[config.mk]
export PLATFORM = sky130hd
export DESIGN_NAME = video_mono_tint_fader_flat
export DESIGN_NICKNAME = d
export VERILOG_FILES = /design/src/rtl/video_mono_tint_fader_if.sv /design/src/rtl/video_mono_tint_fader.sv /design/src/flat_wrapper.sv
export SDC_FILE = /design/constraint.sdc
export NUM_CORES = 1
export LEC_CHECK = 0
export BUFFER_PORTS_ARGS = -buffer_cell sky130_fd_sc_hd__buf_2
export CAP_MARGIN = 20
export CORE_UTILIZATION = 30
export CTS_CLUSTER_DIAMETER = 50
export DETAILED_ROUTE_END_ITERATION = 7
export GPL_TIMING_DRIVEN = 0
export SYNTH_ARGS = -nofsm -noshare
export SYNTH_HDL_FRONTEND = slang
export SYNTH_SLANG_ARGS = --single-unit
[constraint.sdc]
create_clock -name clk_vid -period 6.7 [get_ports clk_vid]
set_input_delay 1.005 -clock clk_vid [delete_from_list [all_inputs] [get_ports clk_vid]]
set_output_delay 1.005 -clock clk_vid [all_outputs]
set_load 0.1 [all_outputs]
[src/rtl/video_mono_tint_fader_if.sv]
// rtl/video_mono_tint_fader_if.sv - pixel/mode bundle between pixel generator and tint fader
// Purpose: groups the pixel-rate signals of the mono/tint fader.
// Ports (signals):
//   ce_pix, vblank, hblank   pixel enable and blanking, aligned with R/G/B
//   gfx_mode[2:0]            requested display mode
//   R, G, B [DW-1:0]         input pixel
//   R_OUT, G_OUT, B_OUT      output pixel
//   active_mode[2:0]         mode currently displayed
//   fading                   fade sequence in progress
// Modports: master = pixel source/observer, slave = fader.
interface video_mono_tint_fader_if #(
    parameter int DW = 8
);
    logic          ce_pix;
    logic          vblank;
    logic          hblank;
    logic [2:0]    gfx_mode;
    logic [DW-1:0] R;
    logic [DW-1:0] G;
    logic [DW-1:0] B;
    logic [DW-1:0] R_OUT;
    logic [DW-1:0] G_OUT;
    logic [DW-1:0] B_OUT;
    logic [2:0]    active_mode;
    logic          fading;

    modport master (
        output ce_pix, vblank, hblank, gfx_mode, R, G, B,
        input  R_OUT, G_OUT, B_OUT, active_mode, fading
    );

    modport slave (
        input  ce_pix, vblank, hblank, gfx_mode, R, G, B,
        output R_OUT, G_OUT, B_OUT, active_mode, fading
    );
endinterface

[src/rtl/video_mono_tint_fader.sv]
// rtl/video_mono_tint_fader.sv - parametrised luma/tint converter with frame-synchronous crossfade
// Purpose: 3-stage pipeline computing luma from RGB, mapping it to one of eight
//          colour/tint modes and scaling by a fade gain. Mode switches happen only
//          at vertical blank edges, as a fade-out/fade-in over 2^FADE_LOG2 frames.
// Ports:
//   clk_vid   video clock
//   reset_n   asynchronous active-low reset
//   vif       slave side of video_mono_tint_fader_if (pixel in/out, mode, status)
module video_mono_tint_fader #(
    parameter int DW        = 8,
    parameter int KR        = 13933,
    parameter int KG        = 46871,
    parameter int KB        = 4732,
    parameter int FADE_LOG2 = 2
) (
    input  logic                     clk_vid,
    input  logic                     reset_n,
    video_mono_tint_fader_if.slave   vif
);

    localparam int            GW    = FADE_LOG2 + 1;
    localparam int            PW    = DW + GW;
    localparam logic [GW-1:0] GMAX  = GW'(1 << FADE_LOG2);
    localparam logic [31:0]   KR_C  = 32'(KR);
    localparam logic [31:0]   KG_C  = 32'(KG);
    localparam logic [31:0]   KB_C  = 32'(KB);
    localparam logic [15:0]   MAXW  = 16'((1 << DW) - 1);
    localparam logic [DW-1:0] F15   = DW'(15 << (DW - 8));
    localparam logic [DW-1:0] F8    = DW'(8 << (DW - 8));
    localparam logic [DW-1:0] ONE   = DW'(1);

    typedef enum logic [1:0] {
        IDLE     = 2'd0,
        FADE_OUT = 2'd1,
        FADE_IN  = 2'd2
    } state_t;

    // S1
    logic [DW-1:0] r1_q, g1_q, b1_q;
    logic          blank1_q, vb1_q, vb1_prev_q;
    // S2
    logic [DW-1:0] r2_q, g2_q, b2_q, mono2_q, half2_q;
    logic          blank2_q;
    // S3
    logic [DW-1:0] ro_q, go_q, bo_q;

    logic [2:0]    target_q;
    logic [2:0]    active_q, active_d;
    logic [GW-1:0] gain_q, gain_d;
    state_t        state_q, state_d;

    logic          fe;
    logic [31:0]   acc;
    logic [15:0]   mono_raw;
    logic [DW-1:0] mono_d;
    logic [DW-1:0] fl8, fl15;
    logic [DW-1:0] tr, tg, tb;
    logic [DW-1:0] ro_d, go_d, bo_d;

    // Product cannot overflow: tint < 2^DW and gain <= 2^FADE_LOG2.
    function automatic logic [DW-1:0] scale(input logic [DW-1:0] t, input logic [GW-1:0] g);
        logic [PW-1:0] p;
        p = {{GW{1'b0}}, t} * {{DW{1'b0}}, g};
        return DW'(p >> FADE_LOG2);
    endfunction

    // Frame edge: first enabled pixel after S1 vblank rose.
    assign fe = vif.ce_pix && vb1_q && !vb1_prev_q;

    always_comb begin
        acc      = KR_C * 32'(r1_q) + KG_C * 32'(g1_q) + KB_C * 32'(b1_q) + 32'd32768;
        mono_raw = 16'(acc >> 16);
        mono_d   = (mono_raw > MAXW) ? {DW{1'b1}} : mono_raw[DW-1:0];
    end

    always_comb begin
        fl8  = (mono2_q > F8)  ? mono2_q : F8;
        fl15 = (mono2_q > F15) ? mono2_q : F15;
        tr   = r2_q;
        tg   = g2_q;
        tb   = b2_q;
        case (active_q)
            3'b001: begin tr = '0;      tg = fl15;    tb = ONE;     end
            3'b010: begin tr = fl8;     tg = half2_q; tb = ONE;     end
            3'b011: begin tr = mono2_q; tg = mono2_q; tb = mono2_q; end
            3'b100: begin tr = '0;      tg = half2_q; tb = fl8;     end
            3'b101: begin tr = fl8;     tg = '0;      tb = ONE;     end
            3'b110: begin tr = fl8;     tg = '0;      tb = half2_q; end
            3'b111: begin tr = half2_q; tg = '0;      tb = fl8;     end
            default: ;
        endcase
        if (blank2_q) begin
            ro_d = '0;
            go_d = '0;
            bo_d = '0;
        end else begin
            ro_d = scale(tr, gain_q);
            go_d = scale(tg, gain_q);
            bo_d = scale(tb, gain_q);
        end
    end

    always_comb begin
        state_d  = state_q;
        gain_d   = gain_q;
        active_d = active_q;
        if (fe) begin
            case (state_q)
                IDLE: begin
                    if (target_q != active_q) begin
                        if (FADE_LOG2 == 0) begin
                            active_d = target_q;
                        end else begin
                            gain_d  = gain_q - 1'b1;
                            state_d = FADE_OUT;
                        end
                    end
                end
                FADE_OUT: begin
                    if (target_q == active_q) begin
                        // Reverted: climb back; if already one step below full, done.
                        gain_d  = gain_q + 1'b1;
                        state_d = (gain_d == GMAX) ? IDLE : FADE_IN;
                    end else begin
                        gain_d = gain_q - 1'b1;
                        if (gain_d == '0) begin
                            active_d = target_q;
                            state_d  = FADE_IN;
                        end
                    end
                end
                FADE_IN: begin
                    if (target_q != active_q) begin
                        if (gain_q == '0) begin
                            // Already black: swap mode directly without underflowing gain.
                            active_d = target_q;
                        end else begin
                            gain_d  = gain_q - 1'b1;
                            state_d = FADE_OUT;
                        end
                    end else begin
                        gain_d = gain_q + 1'b1;
                        if (gain_d == GMAX) state_d = IDLE;
                    end
                end
                default: begin
                    state_d = IDLE;
                    gain_d  = GMAX;
                end
            endcase
        end
    end

    always_ff @(posedge clk_vid or negedge reset_n) begin
        if (!reset_n) begin
            r1_q       <= '0;
            g1_q       <= '0;
            b1_q       <= '0;
            blank1_q   <= 1'b0;
            vb1_q      <= 1'b0;
            vb1_prev_q <= 1'b0;
            r2_q       <= '0;
            g2_q       <= '0;
            b2_q       <= '0;
            mono2_q    <= '0;
            half2_q    <= '0;
            blank2_q   <= 1'b0;
            ro_q       <= '0;
            go_q       <= '0;
            bo_q       <= '0;
            target_q   <= 3'b000;
            active_q   <= 3'b000;
            gain_q     <= GMAX;
            state_q    <= IDLE;
        end else begin
            state_q  <= state_d;
            gain_q   <= gain_d;
            active_q <= active_d;
            if (vif.ce_pix) begin
                r1_q       <= vif.R;
                g1_q       <= vif.G;
                b1_q       <= vif.B;
                blank1_q   <= vif.vblank | vif.hblank;
                vb1_q      <= vif.vblank;
                vb1_prev_q <= vb1_q;
                r2_q       <= r1_q;
                g2_q       <= g1_q;
                b2_q       <= b1_q;
                mono2_q    <= mono_d;
                half2_q    <= mono_d >> 1;
                blank2_q   <= blank1_q;
                ro_q       <= ro_d;
                go_q       <= go_d;
                bo_q       <= bo_d;
                target_q   <= vif.gfx_mode;
            end
        end
    end

    assign vif.R_OUT       = ro_q;
    assign vif.G_OUT       = go_q;
    assign vif.B_OUT       = bo_q;
    assign vif.active_mode = active_q;
    assign vif.fading      = (state_q != IDLE);

endmodule

[src/flat_wrapper.sv]
// flat-port wrapper written by rule: the top's interface ports become plain ports
module video_mono_tint_fader_flat 
#(
    parameter int DW        = 8,
    parameter int KR        = 13933,
    parameter int KG        = 46871,
    parameter int KB        = 4732,
    parameter int FADE_LOG2 = 2
)
  (clk_vid, reset_n, vif_ce_pix, vif_vblank, vif_hblank, vif_gfx_mode, vif_R, vif_G, vif_B, vif_R_OUT, vif_G_OUT, vif_B_OUT, vif_active_mode, vif_fading);
  video_mono_tint_fader_if #(.DW(DW)) vif_i ();
  input  logic clk_vid;
  input  logic reset_n;
  input wire logic [$bits(vif_i.ce_pix)-1:0] vif_ce_pix;
  input wire logic [$bits(vif_i.vblank)-1:0] vif_vblank;
  input wire logic [$bits(vif_i.hblank)-1:0] vif_hblank;
  input wire logic [$bits(vif_i.gfx_mode)-1:0] vif_gfx_mode;
  input wire logic [$bits(vif_i.R)-1:0] vif_R;
  input wire logic [$bits(vif_i.G)-1:0] vif_G;
  input wire logic [$bits(vif_i.B)-1:0] vif_B;
  output wire logic [$bits(vif_i.R_OUT)-1:0] vif_R_OUT;
  output wire logic [$bits(vif_i.G_OUT)-1:0] vif_G_OUT;
  output wire logic [$bits(vif_i.B_OUT)-1:0] vif_B_OUT;
  output wire logic [$bits(vif_i.active_mode)-1:0] vif_active_mode;
  output wire logic [$bits(vif_i.fading)-1:0] vif_fading;
  assign vif_i.ce_pix = vif_ce_pix;
  assign vif_i.vblank = vif_vblank;
  assign vif_i.hblank = vif_hblank;
  assign vif_i.gfx_mode = vif_gfx_mode;
  assign vif_i.R = vif_R;
  assign vif_i.G = vif_G;
  assign vif_i.B = vif_B;
  assign vif_R_OUT = vif_i.R_OUT;
  assign vif_G_OUT = vif_i.G_OUT;
  assign vif_B_OUT = vif_i.B_OUT;
  assign vif_active_mode = vif_i.active_mode;
  assign vif_fading = vif_i.fading;
  video_mono_tint_fader #(.DW(DW), .KR(KR), .KG(KG), .KB(KB), .FADE_LOG2(FADE_LOG2)) u_core (.clk_vid(clk_vid), .reset_n(reset_n), .vif(vif_i));
endmodule
# ---- Word level (Yosys, flattened, before mapping)
# Cells that the tools add are included.
dict set report op_classes {
  eq_ne 20
  magnitude_cmp 3
  n_addsub 5
  n_mul 6
  mux 27
  reduce_logical 17
  bitwise_logic 1
}
# op count
set ops {}
lappend ops {{$pmux W8 S4} 3}
lappend ops {{$mux W8} 6}
lappend ops {{$add A32 B16 Y32 const B} 1}
lappend ops {{$add A32 B21 Y32} 1}
lappend ops {{$mul A8 B3 Y10} 3}
lappend ops {{$add A22 B24 Y25} 1}
lappend ops {{$mul A16 B8 Y24 const A} 1}
lappend ops {{$mux W3} 8}
lappend ops {{$mul A14 B8 Y22 const A} 1}
lappend ops {{$mul A11 B8 Y19 const A} 1}
lappend ops {{$gt A16 B8 Y1 const B} 1}
lappend ops {{$gt A8 B4 Y1 const B} 2}
lappend ops {{$eq A3 B3 Y1 const B} 5}
lappend ops {{$mux W2} 7}
lappend ops {{$pmux W3 S3} 1}
lappend ops {{$reduce_or A3 Y1} 3}
lappend ops {{$ne A2 B1 Y1 const B} 4}
lappend ops {{$eq A3 B2 Y1 const B} 2}
lappend ops {{$logic_not A3 Y1} 2}
lappend ops {{$ne A3 B1 Y1 const B} 2}
lappend ops {{$pmux W2 S3} 1}
lappend ops {{$pmux W3 S2} 1}
lappend ops {{$reduce_and A6 Y1} 1}
lappend ops {{$reduce_or A2 Y1} 3}
lappend ops {{other kinds (16)} 18}
dict set report totals {
  register_bits 102
}

# ---- Longest topological paths before layout
dict set report depth {
  ltp_word 6
  ltp_mapped 30
  mapped_depth_nobuf 30
}

# ---- Least setup slack after synthesis
# No wires, ideal clock.
dict set report synth_path {
  kind {register to register}
  from {register u_core.g1_q[6]}
  to {register u_core.mono2_q[1]}
  arrival_ns 7.209
  n_path_buf 0
  period_less_slack_ns 7.282
  required_time_ns 6.627
  stages_incl_launch_ff 31
  slack_ns -0.582
  setup_ns 0.073
  path_cell_list {dfrtp_1 > fa_1 > inv_1 > fa_1 > inv_1 > fa_1 > inv_1 > fa_1 > inv_1 > fa_1 > inv_1 > fa_1 > inv_1 > ha_1 > o21a_1 > and3_1 > a21oi_2 > nand2_1 > a21o_1 > a21oi_1 > xnor2_1 > ha_1 > ha_1 > and4_1 > nand2_1 > a21boi_0 > o2111ai_2 > o21ai_2 > nor4bb_4 > a21o_4 > a2bb2oi_2}
}
dict set report synth_between {
  elab_chain_len 6
}
# element line_no
set synth_lines {}
lappend synth_lines {{from (decl)} video_mono_tint_fader.sv:39} ;# logic [DW-1:0] r1_q, g1_q, b1_q;
lappend synth_lines {{from (signal assigned)} video_mono_tint_fader.sv:181} ;# g1_q <= vif.G;
lappend synth_lines {{$mul A16 B8 Y24 *} video_mono_tint_fader.sv:71} ;# acc = KR_C * 32'(r1_q) + KG_C * 32'(g1_q) + KB_C * 32'(b1_q) + 32'd32768;
lappend synth_lines {{$add A22 B24 Y25 *} video_mono_tint_fader.sv:71}
lappend synth_lines {{$add A32 B21 Y32 *} video_mono_tint_fader.sv:71}
lappend synth_lines {{$add A32 B16 Y32 *} video_mono_tint_fader.sv:71}
lappend synth_lines {{$gt A16 B8 Y1} video_mono_tint_fader.sv:73} ;# mono_d = (mono_raw > MAXW) ? {DW{1'b1}} : mono_raw[DW-1:0];
lappend synth_lines {{$mux W8 *} video_mono_tint_fader.sv:73}
lappend synth_lines {{to (signal assigned)} video_mono_tint_fader.sv:189} ;# mono2_q <= mono_d;
lappend synth_lines {{to (decl)} video_mono_tint_fader.sv:42} ;# logic [DW-1:0] r2_q, g2_q, b2_q, mono2_q, half2_q;
# Every way passes the cells marked *; elsewhere a longest branch is shown, timed or not.
# A chain may end at the register's enable or synchronous reset.

# ---- Final worst setup path
# Same ends and word-level chain as after synthesis.

==> summary.txt <==
Outcome
  • Status: finished, violations left
  • Violated checks: negative setup slack

Layout
  • Final cell count without fillers: 2129
  • # fillers: 4533
  • Ratio of cells with drive above 1 in the final layout: 15.5%
  • Final instance area: 15300 um2
  • Most common cell after layout, fill and taps aside: inv_1
  • Final layout net count: 1917
  • Area Overhead vs Synth: 13.6%
  • N_diodes: 0
  • Most frequent cells in the layout: 267 x inv_1, 202 x ha_1, 136 x fa_1
  • Multi-input logic area: 10000 um2
  • Seq. cell area: 2400 um2

STA
  • RSZ-0062 raised after global routing: yes
  • Final setup TNS: -3390 ps
  • Setup Skew: 14.8 ps
  • Final period utilization: 107%
  • Slew @ Worst Pin: 1040 ps
  • Worst slew margin: 30.9%
  • Final setup vio count: 8
  • Final count of hold timing violations: 0
  • Post-route setup slack: -457 ps
  • Final Max Slew Viols: 0
  • Fin Hold WS: 478 ps
  • Minimum clock period: 7160 ps
  • F_max: 140 MHz

Synthesis
  • Syn_nets: 1818
  • Cell variety after synth: 82
  • Yosys warns: 0
  • Syn Inst Count: 1433
  • Seq/Total Area, Yosys: 17.7%
  • Synth Register Bits: 95
  • Mapped Area: 13500 um2
  • Asr flop ratio synth: 100%
  • Post-synth EDFFs: 0
  • Top_reg_cell synth: dfrtp_1
  • Syn Area/Cell: 9.39 um2

Global route
  • Number of global-route vias before repair: 10700
  • Busiest layer in global routing: met2
  • Global Route Usage Sum: 16.0%
  • Global-route wire length before repair: 56.7 mm
  • Initial antenna violation count: 0
  • Remaining global-route overflow: 0
  • Largest net degree at the start of global routing: 64
  • Met3 Use GR: 1.64%
  • Met1 Track Usage GR: 20.7%
  • Met2 GRT Util: 28.2%

Detailed routing
  • DR pass1 iterations: 5
  • Vias: 10300
  • Drc violations: 0
  • WL final: 34.5 mm
  • 1st-iter DRT viols: 584
  • Drt wl/cell: 16.2 um
  • ANT nets after route: 0
  • Via/cell ratio: 4.84

Clock network
  • Clock tree sinks: 95
  • CTS tree: yes
  • Hold Buf Count CTS: 0
  • CTS H-tree depth: 3
  • Inserted Clock Buffers: 9
  • Clock slew seen by the registers of the worst setup and hold paths: 80 ps
  • CTS root buf: clkbuf_16
  • Clk buf depth: 2
  • Clock Latency Late Sink: 370 ps

Floorplan
  • Die width: 214 um
  • # IOs: 60
  • Die Span Y: 214 um
  • Core ar.: 44200 um2
  • Die ar.: 45700 um2
  • Starting density of the core: 30.4%
  • Core Rows: 77

Worst setup path
  • Slowest CP cell: fa_1
  • CP Data Arrival Time: 7450 ps
  • Critical path class: reg2reg
  • Crit path largest cell delay: 560 ps
  • Setup crit end kind: register
  • Cell mode on critical path: fa_1
  • WP data required: 6990 ps
  • CP max FO: 6
  • CP Launch Type: register

Placed design
  • Placed Instances: 2085
  • Area after DPL: 14600 um2
  • Port Buffers: 59
  • Final HPWL DP: 28.3 mm
  • Placer congestion estimate: 0.938

Run
  • Max Cap Viol: 0

Worst hold path
  • Worst hold path type: reg2reg
cell usage after synthesis (4+ instances only):
| cell | instances | share of area [%] |
|---|---|---|
| a22oi_1 | 6 | 0.33 |
| dfrtp_1 | 94 | 17 |
| and2_1 | 7 | 0.33 |
| or2_2 | 6 | 0.28 |
| buf_2 | 5 | 0.19 |
| inv_1 | 272 | 7.6 |
| xnor2_1 | 44 | 2.9 |
| a31oi_1 | 4 | 0.19 |
| a21oi_1 | 78 | 2.9 |
| mux2i_1 | 9 | 0.67 |
| nand4_1 | 5 | 0.23 |
| and3_1 | 9 | 0.42 |
| nand2b_1 | 17 | 0.79 |
| a21o_1 | 20 | 1.1 |
| buf_1 | 6 | 0.17 |
| o21ai_0 | 65 | 2.4 |
| or3_1 | 4 | 0.19 |
| nor3_1 | 15 | 0.56 |
| xor2_1 | 14 | 0.91 |
| nor2_1 | 47 | 1.3 |
| nor2b_1 | 5 | 0.23 |
| nand3_1 | 16 | 0.59 |
| clkbuf_8 | 5 | 0.51 |
| o21a_1 | 6 | 0.33 |
| o21bai_1 | 18 | 1.0 |
| o22a_1 | 5 | 0.33 |
| nand3b_1 | 6 | 0.33 |
| a211oi_1 | 9 | 0.50 |
| nand2_1 | 114 | 3.2 |
| o2bb2ai_1 | 16 | 1.0 |
| mux2_2 | 46 | 3.8 |
| clkbuf_1 | 30 | 0.84 |
| o31ai_1 | 4 | 0.22 |
| fa_1 | 139 | 21 |
| ha_1 | 214 | 20 |
worst paths after layout:
| kind | from | to | slack [ps] | cells after the start |
|---|---|---|---|---|
| min in group asynchronous | reset_n | u_core.vb1_prev_q | 580 | 1 |
| max in group asynchronous | reset_n | u_core.gain_q[2] | 5440 | 2 |
| worst min-delay path | u_core.vif.G_OUT[3] | u_core.vif.G_OUT[3] | 480 | 1 |
| worst max-delay path | u_core.g1_q[6] | u_core.mono2_q[1] | -460 | 30 |
| worst min register to register | u_core.vif.G_OUT[3] | u_core.vif.G_OUT[3] | 480 | 1 |
| worst max register to register | u_core.g1_q[6] | u_core.mono2_q[1] | -460 | 30 |
flip-flops by register name (all words and copies together) (netlist names):
| name | flops |
|---|---|
| u_core.r1_q | 8 |
| u_core.blank2_q | 1 |
| u_core.mono2_q | 8 |
| u_core.r2_q | 8 |
| u_core.vb1_prev_q | 1 |
| u_core.vif.R_OUT | 8 |
| u_core.b2_q | 8 |
| u_core.vif.G_OUT | 8 |
| u_core.gain_q | 3 |
| u_core.b1_q | 8 |
| u_core.state_q | 2 |
| u_core.vif.active_mode | 3 |
| u_core.vif.B_OUT | 8 |
| u_core.g1_q | 8 |
| u_core.g2_q | 8 |
| u_core.vb1_q | 1 |
| u_core.blank1_q | 1 |
| u_core.target_q | 3 |
per-stage QoR:
stage	setup slack (ps)	utilization [%]
final	-457	34.6
after global routing	-808	34.6
after CTS	-455	34.4
after detailed placement	-709	33.0
after global placement	-712	33.0
after floorplan	-23.4	-
kinds of logic after synthesis:
| group | count (synthesis) | synth area share, % |
|---|---|---|
| multiplexers | 55 | 4.52 |
| flip-flops | 95 | 17.7 |
| AND/OR/NAND/NOR | 270 | 9.77 |
| adder cells (fa/ha/maj) | 353 | 40.6 |
| XOR/XNOR | 58 | 3.77 |
| buffers and inverters | 322 | 9.55 |
| AO/OA/AOI/OAI | 280 | 14.1 |
critical path: cells and delay by family, from the launching register on:
| family | cells | cell delay [ps] |
|---|---|---|
| AOI/OAI and AO/OA | 9 | 1580 |
| xor gates and xnor gates | 1 | 130 |
| adders and majority gates | 9 | 3880 |
| buffers and inverters | 6 | 310 |
| DFF | 1 | 440 |
| and+or+nand+nor | 5 | 780 |
area by class of cell:
cell class / count / area share, %
multi-input cells: 1016 / 65.5
well taps: 592 / 4.85
clock buffers: 9 / 1.47
inverters: 272 / 6.68
repair buffers: 88 / 3.50
clock inverters: 7 / 0.622
plain buffers: 50 / 1.73
flip-flops and latches: 95 / 15.7
metal layers:
metal  vias to the layer above  part of all wire, %
met4                         0                  2.0
li1                       4962                    -
met5                         -                    0
met1                      5079                   45
met3                        43                  3.5
met2                       219                   49
timing repair:
action | 4_1_cts | 5_1_grt
setup endpoints to repair | 8 | 8
setup buffers | 24 | 4
gates resized for setup | 26 | 12
pin swaps | 18 | 4
Power is not shown: default switching activity piles up to over one toggle a cycle in this logic, so the estimate is an artifact.
